--- src/rtl/cond_issue_ctrl_if.sv ---
// cond_issue_ctrl_if
//   Bundles the decode offer, flag writeback, flush and issue outputs of the
//   conditional issue controller.
//   slave  : the controller (takes id_*/wb_*/flush, drives id_ready/ex_*/status/err)
//   master : the surrounding pipeline (opposite directions)
interface cond_issue_ctrl_if;
    logic       id_valid;
    logic [3:0] id_cond;
    logic       id_set_flags;
    logic       id_ready;
    logic       wb_flag_we;
    logic [3:0] wb_flags;      // [3]=N [2]=Z [1]=C [0]=V
    logic       flush;
    logic       ex_valid;
    logic       ex_execute;
    logic       ex_set_flags;
    logic [3:0] status;
    logic       err_underflow;

    modport slave (
        input  id_valid, id_cond, id_set_flags, wb_flag_we, wb_flags, flush,
        output id_ready, ex_valid, ex_execute, ex_set_flags, status, err_underflow
    );

    modport master (
        output id_valid, id_cond, id_set_flags, wb_flag_we, wb_flags, flush,
        input  id_ready, ex_valid, ex_execute, ex_set_flags, status, err_underflow
    );
endinterface

--- src/rtl/cond_issue_ctrl.sv ---
// cond_issue_ctrl
//   Issue gate for ARM-style conditional instructions. Tracks how many
//   flag-writing instructions are still in flight (pend) and holds back any
//   conditional instruction until the NZCV it depends on is architectural.
//   Always (1110) and never (1111) instructions do not depend on flags and may
//   issue while writers are pending.
// Ports
//   clk, rst_n : clock (rising edge), asynchronous active-low reset
//   bus        : cond_issue_ctrl_if.slave (decode offer/ready, flag writeback,
//                flush, registered ex_* issue outputs, status, err_underflow)
// Parameters
//   PEND_W     : width of the pending-writer counter, MAX_PEND = 2^PEND_W-1
// Build option
//   COND_FLAG_FORWARD_EN : when defined, a conditional instruction waiting on
//   the last pending writer issues in the writeback cycle, evaluated against
//   wb_flags. Undefined: it issues the cycle after status is updated.
module cond_issue_ctrl #(
    parameter int PEND_W = 2
) (
    input  logic           clk,
    input  logic           rst_n,
    cond_issue_ctrl_if.slave bus
);

    typedef enum logic {ST_RUN, ST_WAIT} state_t;

    localparam logic [PEND_W-1:0] MAX_PEND = '1;
    localparam logic [PEND_W-1:0] ONE      = PEND_W'(1);

    state_t            state, state_next;
    logic [PEND_W-1:0] pend, pend_next;
    logic              fwd_ok;
    logic [3:0]        flag_src;
    logic              uncond;
    logic              pass;
    logic              accept;
    logic              inc, dec;

    // NZCV condition check, standard ARM encoding. Odd codes invert the even
    // code below them, except 1111 which never passes.
    function automatic logic cond_pass(input logic [3:0] c, input logic [3:0] f);
        logic n, z, cf, v, base;
        n  = f[3];
        z  = f[2];
        cf = f[1];
        v  = f[0];
        case (c[3:1])
            3'd0:    base = z;
            3'd1:    base = cf;
            3'd2:    base = n;
            3'd3:    base = v;
            3'd4:    base = cf & ~z;
            3'd5:    base = (n == v);
            3'd6:    base = ~z & (n == v);
            default: base = 1'b1;
        endcase
        return (c == 4'hF) ? 1'b0 : (base ^ c[0]);
    endfunction

`ifdef COND_FLAG_FORWARD_EN
    // Last pending writer is retiring this cycle: its flags are exact.
    assign fwd_ok = (state == ST_WAIT) && (pend == ONE) && bus.wb_flag_we;
`else
    assign fwd_ok = 1'b0;
`endif

    assign flag_src = fwd_ok ? bus.wb_flags : bus.status;
    assign uncond   = (bus.id_cond == 4'hE) || (bus.id_cond == 4'hF);
    assign pass     = cond_pass(bus.id_cond, flag_src);

    // Ready is purely combinational; a simultaneous writeback frees a slot so
    // a flag setter can issue even with the counter full.
    always_comb begin
        bus.id_ready = 1'b1;
        if (bus.id_set_flags && (pend == MAX_PEND) && !bus.wb_flag_we)
            bus.id_ready = 1'b0;
        if ((state == ST_WAIT) && !uncond && !fwd_ok)
            bus.id_ready = 1'b0;
        if (bus.flush)
            bus.id_ready = 1'b0;
    end

    assign accept = bus.id_valid && bus.id_ready;
    assign inc    = accept && bus.id_set_flags && pass;
    // A writeback with nothing pending is an error, never a wrap.
    assign dec    = bus.wb_flag_we && (pend != '0);

    always_comb begin
        pend_next  = pend;
        state_next = state;
        if (bus.flush) begin
            pend_next  = '0;
            state_next = ST_RUN;
        end else begin
            if (inc && !dec)
                pend_next = pend + ONE;
            else if (dec && !inc)
                pend_next = pend - ONE;
            case (state)
                ST_RUN:  if (inc)               state_next = ST_WAIT;
                ST_WAIT: if (pend_next == '0)   state_next = ST_RUN;
                default:                        state_next = ST_RUN;
            endcase
            // A writeback racing the first setter can leave pend nonzero
            // without passing through the RUN->WAIT transition above.
            if (pend_next != '0)
                state_next = ST_WAIT;
        end
    end

    always_ff @(posedge clk or negedge rst_n) begin
        if (!rst_n) begin
            state <= ST_RUN;
            pend  <= '0;
        end else begin
            state <= state_next;
            pend  <= pend_next;
        end
    end

    always_ff @(posedge clk or negedge rst_n) begin
        if (!rst_n) begin
            bus.ex_valid      <= 1'b0;
            bus.ex_execute    <= 1'b0;
            bus.ex_set_flags  <= 1'b0;
            bus.status        <= 4'h0;
            bus.err_underflow <= 1'b0;
        end else begin
            if (bus.flush) begin
                bus.ex_valid     <= 1'b0;
                bus.ex_execute   <= 1'b0;
                bus.ex_set_flags <= 1'b0;
            end else begin
                bus.ex_valid     <= accept;
                bus.ex_execute   <= accept && pass;
                bus.ex_set_flags <= inc;
            end
            // Flags from an already-executed writer land even across a flush.
            if (bus.wb_flag_we)
                bus.status <= bus.wb_flags;
            if (bus.wb_flag_we && (pend == '0))
                bus.err_underflow <= 1'b1;
        end
    end

endmodule

--- src/flat_wrapper.sv ---
// flat-port wrapper written by rule: the top's interface ports become plain ports
module cond_issue_ctrl_flat 
#(
    parameter int PEND_W = 2
)
  (clk, rst_n, bus_id_valid, bus_id_cond, bus_id_set_flags, bus_wb_flag_we, bus_wb_flags, bus_flush, bus_id_ready, bus_ex_valid, bus_ex_execute, bus_ex_set_flags, bus_status, bus_err_underflow);
  cond_issue_ctrl_if bus_i ();
  input  logic clk;
  input  logic rst_n;
  input wire logic [$bits(bus_i.id_valid)-1:0] bus_id_valid;
  input wire logic [$bits(bus_i.id_cond)-1:0] bus_id_cond;
  input wire logic [$bits(bus_i.id_set_flags)-1:0] bus_id_set_flags;
  input wire logic [$bits(bus_i.wb_flag_we)-1:0] bus_wb_flag_we;
  input wire logic [$bits(bus_i.wb_flags)-1:0] bus_wb_flags;
  input wire logic [$bits(bus_i.flush)-1:0] bus_flush;
  output wire logic [$bits(bus_i.id_ready)-1:0] bus_id_ready;
  output wire logic [$bits(bus_i.ex_valid)-1:0] bus_ex_valid;
  output wire logic [$bits(bus_i.ex_execute)-1:0] bus_ex_execute;
  output wire logic [$bits(bus_i.ex_set_flags)-1:0] bus_ex_set_flags;
  output wire logic [$bits(bus_i.status)-1:0] bus_status;
  output wire logic [$bits(bus_i.err_underflow)-1:0] bus_err_underflow;
  assign bus_i.id_valid = bus_id_valid;
  assign bus_i.id_cond = bus_id_cond;
  assign bus_i.id_set_flags = bus_id_set_flags;
  assign bus_i.wb_flag_we = bus_wb_flag_we;
  assign bus_i.wb_flags = bus_wb_flags;
  assign bus_i.flush = bus_flush;
  assign bus_id_ready = bus_i.id_ready;
  assign bus_ex_valid = bus_i.ex_valid;
  assign bus_ex_execute = bus_i.ex_execute;
  assign bus_ex_set_flags = bus_i.ex_set_flags;
  assign bus_status = bus_i.status;
  assign bus_err_underflow = bus_i.err_underflow;
  cond_issue_ctrl #(.PEND_W(PEND_W)) u_core (.clk(clk), .rst_n(rst_n), .bus(bus_i));
endmodule
--- config.mk ---
export PLATFORM = sky130hd
export DESIGN_NAME = cond_issue_ctrl_flat
export DESIGN_NICKNAME = d
export VERILOG_FILES = /design/src/rtl/cond_issue_ctrl_if.sv /design/src/rtl/cond_issue_ctrl.sv /design/src/flat_wrapper.sv
export SDC_FILE = /design/constraint.sdc
export NUM_CORES = 1
export LEC_CHECK = 0
export CORE_UTILIZATION = 45
export DETAILED_ROUTE_END_ITERATION = 16
export PLACE_DENSITY = 0.89
export SKIP_LAST_GASP = 1
export SYNTH_ARGS = -nofsm -noshare
export SYNTH_HDL_FRONTEND = slang
export SYNTH_SLANG_ARGS = --single-unit
--- constraint.sdc ---
create_clock -name clk -period 3.6 [get_ports clk]
set_input_delay 0.72 -clock clk [delete_from_list [all_inputs] [get_ports clk]]
set_output_delay 0.72 -clock clk [all_outputs]
set_load 0.005 [all_outputs]
# Word-level counts from Yosys, hierarchy flattened
# Index checks and enable logic that the tools add are counted.
[classes]
add_sub_neg = 2
n_eq_ne = 10
bitwise_logic = 5
muxes = 17
n_reduce_logical = 21
[ops]
columns = ["op", "n"]
rows = [
  ["1-bit logical AND", 11],
  ["1-bit two-way mux", 11],
  ["3-bit equality test, second input constant", 3],
  ["4-bit equality test, second input constant", 2],
  ["2-bit two-way mux", 4],
  ["1-bit case mux with 7 select lines", 1],
  ["3-bit by 2-bit equality test with 1-bit output, second input constant", 2],
  ["1-bit zero test", 4],
  ["2-bit zero test", 2],
  ["2-bit nonzero test", 2],
  ["3-bit by 1-bit equality test with 1-bit output, second input constant", 1],
  ["3-bit zero test", 1],
  ["2-bit by 1-bit adder with 2-bit output, second input constant", 1],
  ["1-bit bitwise AND", 2],
  ["2-bit equality test, second input constant", 1],
  ["1-bit inverter", 2],
  ["1-bit case mux with 2 select lines", 1],
  ["2-bit by 1-bit subtractor with 2-bit output, second input constant", 1],
  ["1-bit equality test", 1],
  ["1-bit logical OR", 1],
  ["1-bit XOR", 1],
]
[word_totals]
register_bits = 11
out_inout_bits = 9
wordCells = 62

# Logic depth before layout (Yosys ltp)
[depth]
depth_word = 19
mapped_depth = 8
mapped_depth_nobuf = 8

# Worst setup path after synthesis
# No wires, ideal clock.
[synth_timing]
path_kind = "in2reg"
start = "input port bus_id_cond[2]"
end = "register u_core.pend[1]"
t_required_ps = 3513
t_arrival_ps = 2217
path_stages = 8
path_buffers = 0
slack_ps = 1296
setup_time_ps = 87
cell_sequence = "mux2_4 nand3b_2 o31ai_1 or3_1 nand3_1 inv_2 or4_1 o211ai_1"
[synth_between]
elab_chain_cells = 15
elab_cells_between_ends = 27
[synth_lines]
columns = ["item", "line", "rtl"]
rows = [
  ["start: declaration", "flat_wrapper.sv:11", "input wire logic [$bits(bus_i.id_cond)-1:0] bus_id_cond;"],
  ["4-bit equality test (on tied branches)", "cond_issue_ctrl.sv:68, cond_issue_ctrl.sv:57", ""],
  ["1-bit logical OR", "cond_issue_ctrl.sv:68", "assign uncond = (bus.id_cond == 4'hE) || (bus.id_cond == 4'hF);"],
  ["1-bit zero test", "cond_issue_ctrl.sv:77", "if ((state == ST_WAIT) && !uncond && !fwd_ok)"],
  ["1-bit logical AND", "cond_issue_ctrl.sv:77", ""],
  ["1-bit two-way mux", "cond_issue_ctrl.sv:77", ""],
  ["1-bit two-way mux", "cond_issue_ctrl.sv:79", "if (bus.flush)"],
  ["1-bit logical AND", "cond_issue_ctrl.sv:83", "assign accept = bus.id_valid && bus.id_ready;"],
  ["1-bit logical AND", "cond_issue_ctrl.sv:84", "assign inc = accept && bus.id_set_flags && pass;"],
  ["1-bit logical AND (*)", "cond_issue_ctrl.sv:84", ""],
  ["1-bit zero test", "cond_issue_ctrl.sv:97", "else if (dec && !inc)"],
  ["1-bit logical AND", "cond_issue_ctrl.sv:97", ""],
  ["2-bit two-way mux", "cond_issue_ctrl.sv:97", ""],
  ["2-bit two-way mux (*)", "cond_issue_ctrl.sv:95", "if (inc && !dec)"],
  ["2-bit two-way mux (*) (2 in series)", "cond_issue_ctrl.sv:91", "if (bus.flush) begin"],
  ["net u_core.pend_next[1]", "cond_issue_ctrl.sv:31", "logic [PEND_W-1:0] pend, pend_next;"],
  ["end signal: assignment", "cond_issue_ctrl.sv:117", "pend <= pend_next;"],
  ["end: declaration", "cond_issue_ctrl.sv:31", ""],
]
# The timed path passes the listed nets; every way through them passes the cells marked *. The select of a mux whose other input is x is not followed.
# A chain may end at the register's enable or synchronous reset.

# Worst setup path after layout
[layout_timing]
start = "input port bus_id_cond[1]"
end = "output port bus_id_ready"
[layout_between]
elab_chain_cells = 6
elab_cells_between_ends = 7
[layout_lines]
columns = ["item", "line", "rtl"]
rows = [
  ["4-bit equality test", "cond_issue_ctrl.sv:68", ""],
  ["1-bit logical OR (*)", "cond_issue_ctrl.sv:68", ""],
  ["1-bit zero test (*)", "cond_issue_ctrl.sv:77", ""],
  ["1-bit logical AND (*)", "cond_issue_ctrl.sv:77", ""],
  ["1-bit two-way mux (*)", "cond_issue_ctrl.sv:77", ""],
  ["1-bit two-way mux (*)", "cond_issue_ctrl.sv:79", ""],
  ["end: declaration", "flat_wrapper.sv:16", "output wire logic [$bits(bus_i.id_ready)-1:0] bus_id_ready;"],
]
# Every way passes the cells marked *; elsewhere a longest branch is shown, timed or not.

==> out/summary.md <==
## Layout
* **most common library cell in the layout ignoring fill and taps** sky130_fd_sc_hd__clkdlybuf4s50_1
* **Post-layout nets** 102
* **antenna cell count** 0
* **multi-input combinational cell area** 344 µm²
* **fraction of layout instances using a drive strength above 1** 0.129
* **top library cells by usage in the layout, fill and taps aside** sky130_fd_sc_hd__clkdlybuf4s50_1 (22), sky130_fd_sc_hd__dfrtp_1 (11), sky130_fd_sc_hd__nor2b_1 (5)
* **number of filler instances in the final layout** 111
* **area taken by flip-flops and latches** 275 µm²
* **P&R area growth vs syn** 40.2%

## Timing
* **setup ws final** 0.545 ns
* **highest clock rate** 327 MHz
* **max-slew violation total from the final report** 0
* **Sum Neg Setup Slack** 0 ns
* **min Tclk post-route** 3.05 ns
* **transition time at the pin with the least slew margin** 0.520 ns
* **final hold viol count** 0
* **total setup violations reported at the end of the flow** 0
* **crit share post-route** 0.849
* **relative slew slack** 0.653
* **unrepaired setup endpoints after global routing** no
* **clock tree skew after final layout** 0.000584 ns

## Die
* **Initial Utilization** 0.487
* **Site Rows** 13
* **number of primary I/O pins** 23
* **Die X-Extent** 39.8 µm
* **Die Y-Extent** 39.8 µm
* **standard cell core area** 1320 µm²
* **area enclosed by the die boundary** 1580 µm²

## Yosys
* **number of different library cells in the post-synthesis netlist** 32
* **Yosys top cell area share** 0.429
* **average cell area after synthesis** 10.5 µm²
* **Synthesized Nets** 77
* **Yosys reg bits** 11
* **Post-Synthesis Cell Area** 642 µm²
* **cells taking the most area after synthesis** sky130_fd_sc_hd__dfrtp_1 (43%), sky130_fd_sc_hd__mux2_2 (5.3%), sky130_fd_sc_hd__nor2b_1 (4.9%)
* **sequential share of the synthesized area** 0.429
* **Post-Synthesis Cells** 61
* **count of warnings emitted by yosys** 0
* **biggest area consumer among synthesized cells** sky130_fd_sc_hd__dfrtp_1

## Drt
* **number of vias per cell after detailed routing** 5.45
* **vias after detailed routing** 545
* **number of DRC violations after detailed routing** 0
* **number of DRC violations after detailed-routing iteration 0** 2
* **count of nets left with antenna violations after detail routing** 0
* **wirelength, routed** 1.29 mm
* **drt first pass iters** 2
* **Wirelength per Cell** 12.9 µm

## Clock network
* **latest clock arrival within the worst-skew pair** 0.26 ns
* **clk sink count** 11
* **number of H-tree levels** 1
* **buffers from clock root to sink, at most** 2
* **setup fix buffers added after clock tree synthesis** 0
* **# resized after CTS** 0
* **CTS tree** yes
* **root buffer cell** sky130_fd_sc_hd__clkbuf_4
* **CTS hold repair buffers** 0
* **Num CTS Buffers** 3
* **clock slew at the register clock pins of the worst setup and hold paths** 0.07 ns

## GRT
* **number of antenna violations at the first check in global routing** 0
* **number of global-route vias before repair** 524
* **overall global routing resource usage** 0.209
* **largest net degree at the start of global routing** 12
* **first-pass GRT wire length** 2.13 mm
* **final global-route overflow total** 0

## Placed design
* **Post-Place Worst Slack** 0.524 ns
* **global placement routability congestion** 0.730
* **count of input and output buffers** 22
* **DP HPWL** 1.06 mm

## Worst setup path
* **Crit path buffers/inverters** 2
* **type of element capturing the critical path** output pin
* **data arrival time of the worst path** 2.33 ns
* **data required time of the worst path** 2.88 ns
* **largest stage delay on the critical path** 0.60 ns
* **type of the worst setup path** primary input to output pin
* **startpoint kind of the worst setup timing path** primary input
* **Most common cell on crit path** sky130_fd_sc_hd__clkdlybuf4s50_1
* **crit-path leading delay family** buffers and inverters
* **slowest stage cell on the critical path** sky130_fd_sc_hd__clkdlybuf4s50_1
* **Worst Path Max Fanout** 7
* **CP cell instances** clkdlybuf4s50_1, nand3_1, a221oi_1, clkdlybuf4s50_1

## Power and ir drop
* **worst vdd ir** 0.282 mV
* **Leakage Power** 0.000372 µW
* **Power Dens Cells** 461 nW/µm²

## Hold path
* **path type of the worst min-delay path** register to register

## Run status
* **result of the run** completed

## Flow run
* **Max-cap violations** 0

==> cell usage after synthesis, drive strengths merged <==
library cell  count
nand2             2
clkbuf            1
nor2              1
nor3b             1
inv               4
a221oi            1
o21ai             3
and3              1
buf               1
o31ai             1
nand4b            1
nand3b            1
o22ai             1
or3               1
o211ai            1
ha                2
nor4              1
a2111oi           1
or4               1
dfrtp            11
a31oi             2
xnor2             1
and2              1
nand3             2
nor3              4
mux2i             3
xnor3             1
a21o              1
mux2              4
nor2b             5
==> worst paths after layout <==
check	startpoint	to	slack, ns	depth (start not counted)
min reg2reg	u_core.bus.err_underflow	u_core.bus.err_underflow	0.46	1
max reg2reg	u_core.bus.status[3]	u_core.pend[1]	1.44	8
max in group asynchronous	rst_n	u_core.bus.status[2]	2.49	1
min in group asynchronous	rst_n	u_core.pend[1]	0.78	1
min	u_core.bus.err_underflow	u_core.bus.err_underflow	0.46	1
max	bus_id_cond[1]	bus_id_ready	0.55	4
==> power by group <==
group          switching, µW  leakage (µW)  internal [µW]
logic                   71.9      0.000220           95.8
clock network           39.8     0.0000150           42.9
registers               19.4      0.000137            145
total                    131      0.000372            283
==> kinds of logic after synthesis <==
| logic type | share of synthesized area |
|---|---|
| buffers and inverters | 0.0351 |
| muxes | 0.123 |
| adders and majority gates | 0.0390 |
| DFF | 0.429 |
| AOI/OAI and AO/OA | 0.115 |
| xor gates and xnor gates | 0.0507 |
| and+or+nand+nor | 0.209 |
==> worst reg2reg max path: stages, from the launching register on <==
cell and delay [ns]:
sky130_fd_sc_hd__dfrtp_1 0.43, sky130_fd_sc_hd__xnor2_1 0.25, sky130_fd_sc_hd__nor3_1 0.08, sky130_fd_sc_hd__nor4_1 0.35, sky130_fd_sc_hd__o21ai_0 0.15, sky130_fd_sc_hd__nand3_1 0.15, sky130_fd_sc_hd__inv_2 0.09, sky130_fd_sc_hd__or4_1 0.47
sky130_fd_sc_hd__o211ai_1 0.10
==> sequential cells by signal, summed over array words and instances (netlist names) <==
signal	count
u_core.bus.ex_valid	1
u_core.bus.ex_execute	1
u_core.bus.err_underflow	1
u_core.pend	2
u_core.bus.status	4
u_core.state	1
u_core.bus.ex_set_flags	1
==> per-stage QoR <==
step	utilization	std cells	cell area, µm²	total power, µW	hold slack [ns]
2_1_floorplan	-	61	642	272	0.424
3_3_place_gp	0.663	96	873	323	0.442
3_5_place_dp	0.663	96	873	335	0.459
4_1_cts	0.683	100	900	421	0.467
5_1_grt	0.683	100	900	447	0.473
6_report	0.683	100	900	414	0.465
==> cell type report <==
type | count | share of cell area
multi-input combinational | 44 | 0.382
sequential | 11 | 0.306
timing repair buffer | 22 | 0.245
clock buffer | 4 | 0.0292
tap | 15 | 0.0209
inverter | 4 | 0.0167
==> metal layers <==
metal	wire length, µm	global-route usage
met3	54	0.0682
met4	5	0.0517
met1	497	0.198
met2	732	0.414
met5	0	0
(Power assumes the default switching activity.)
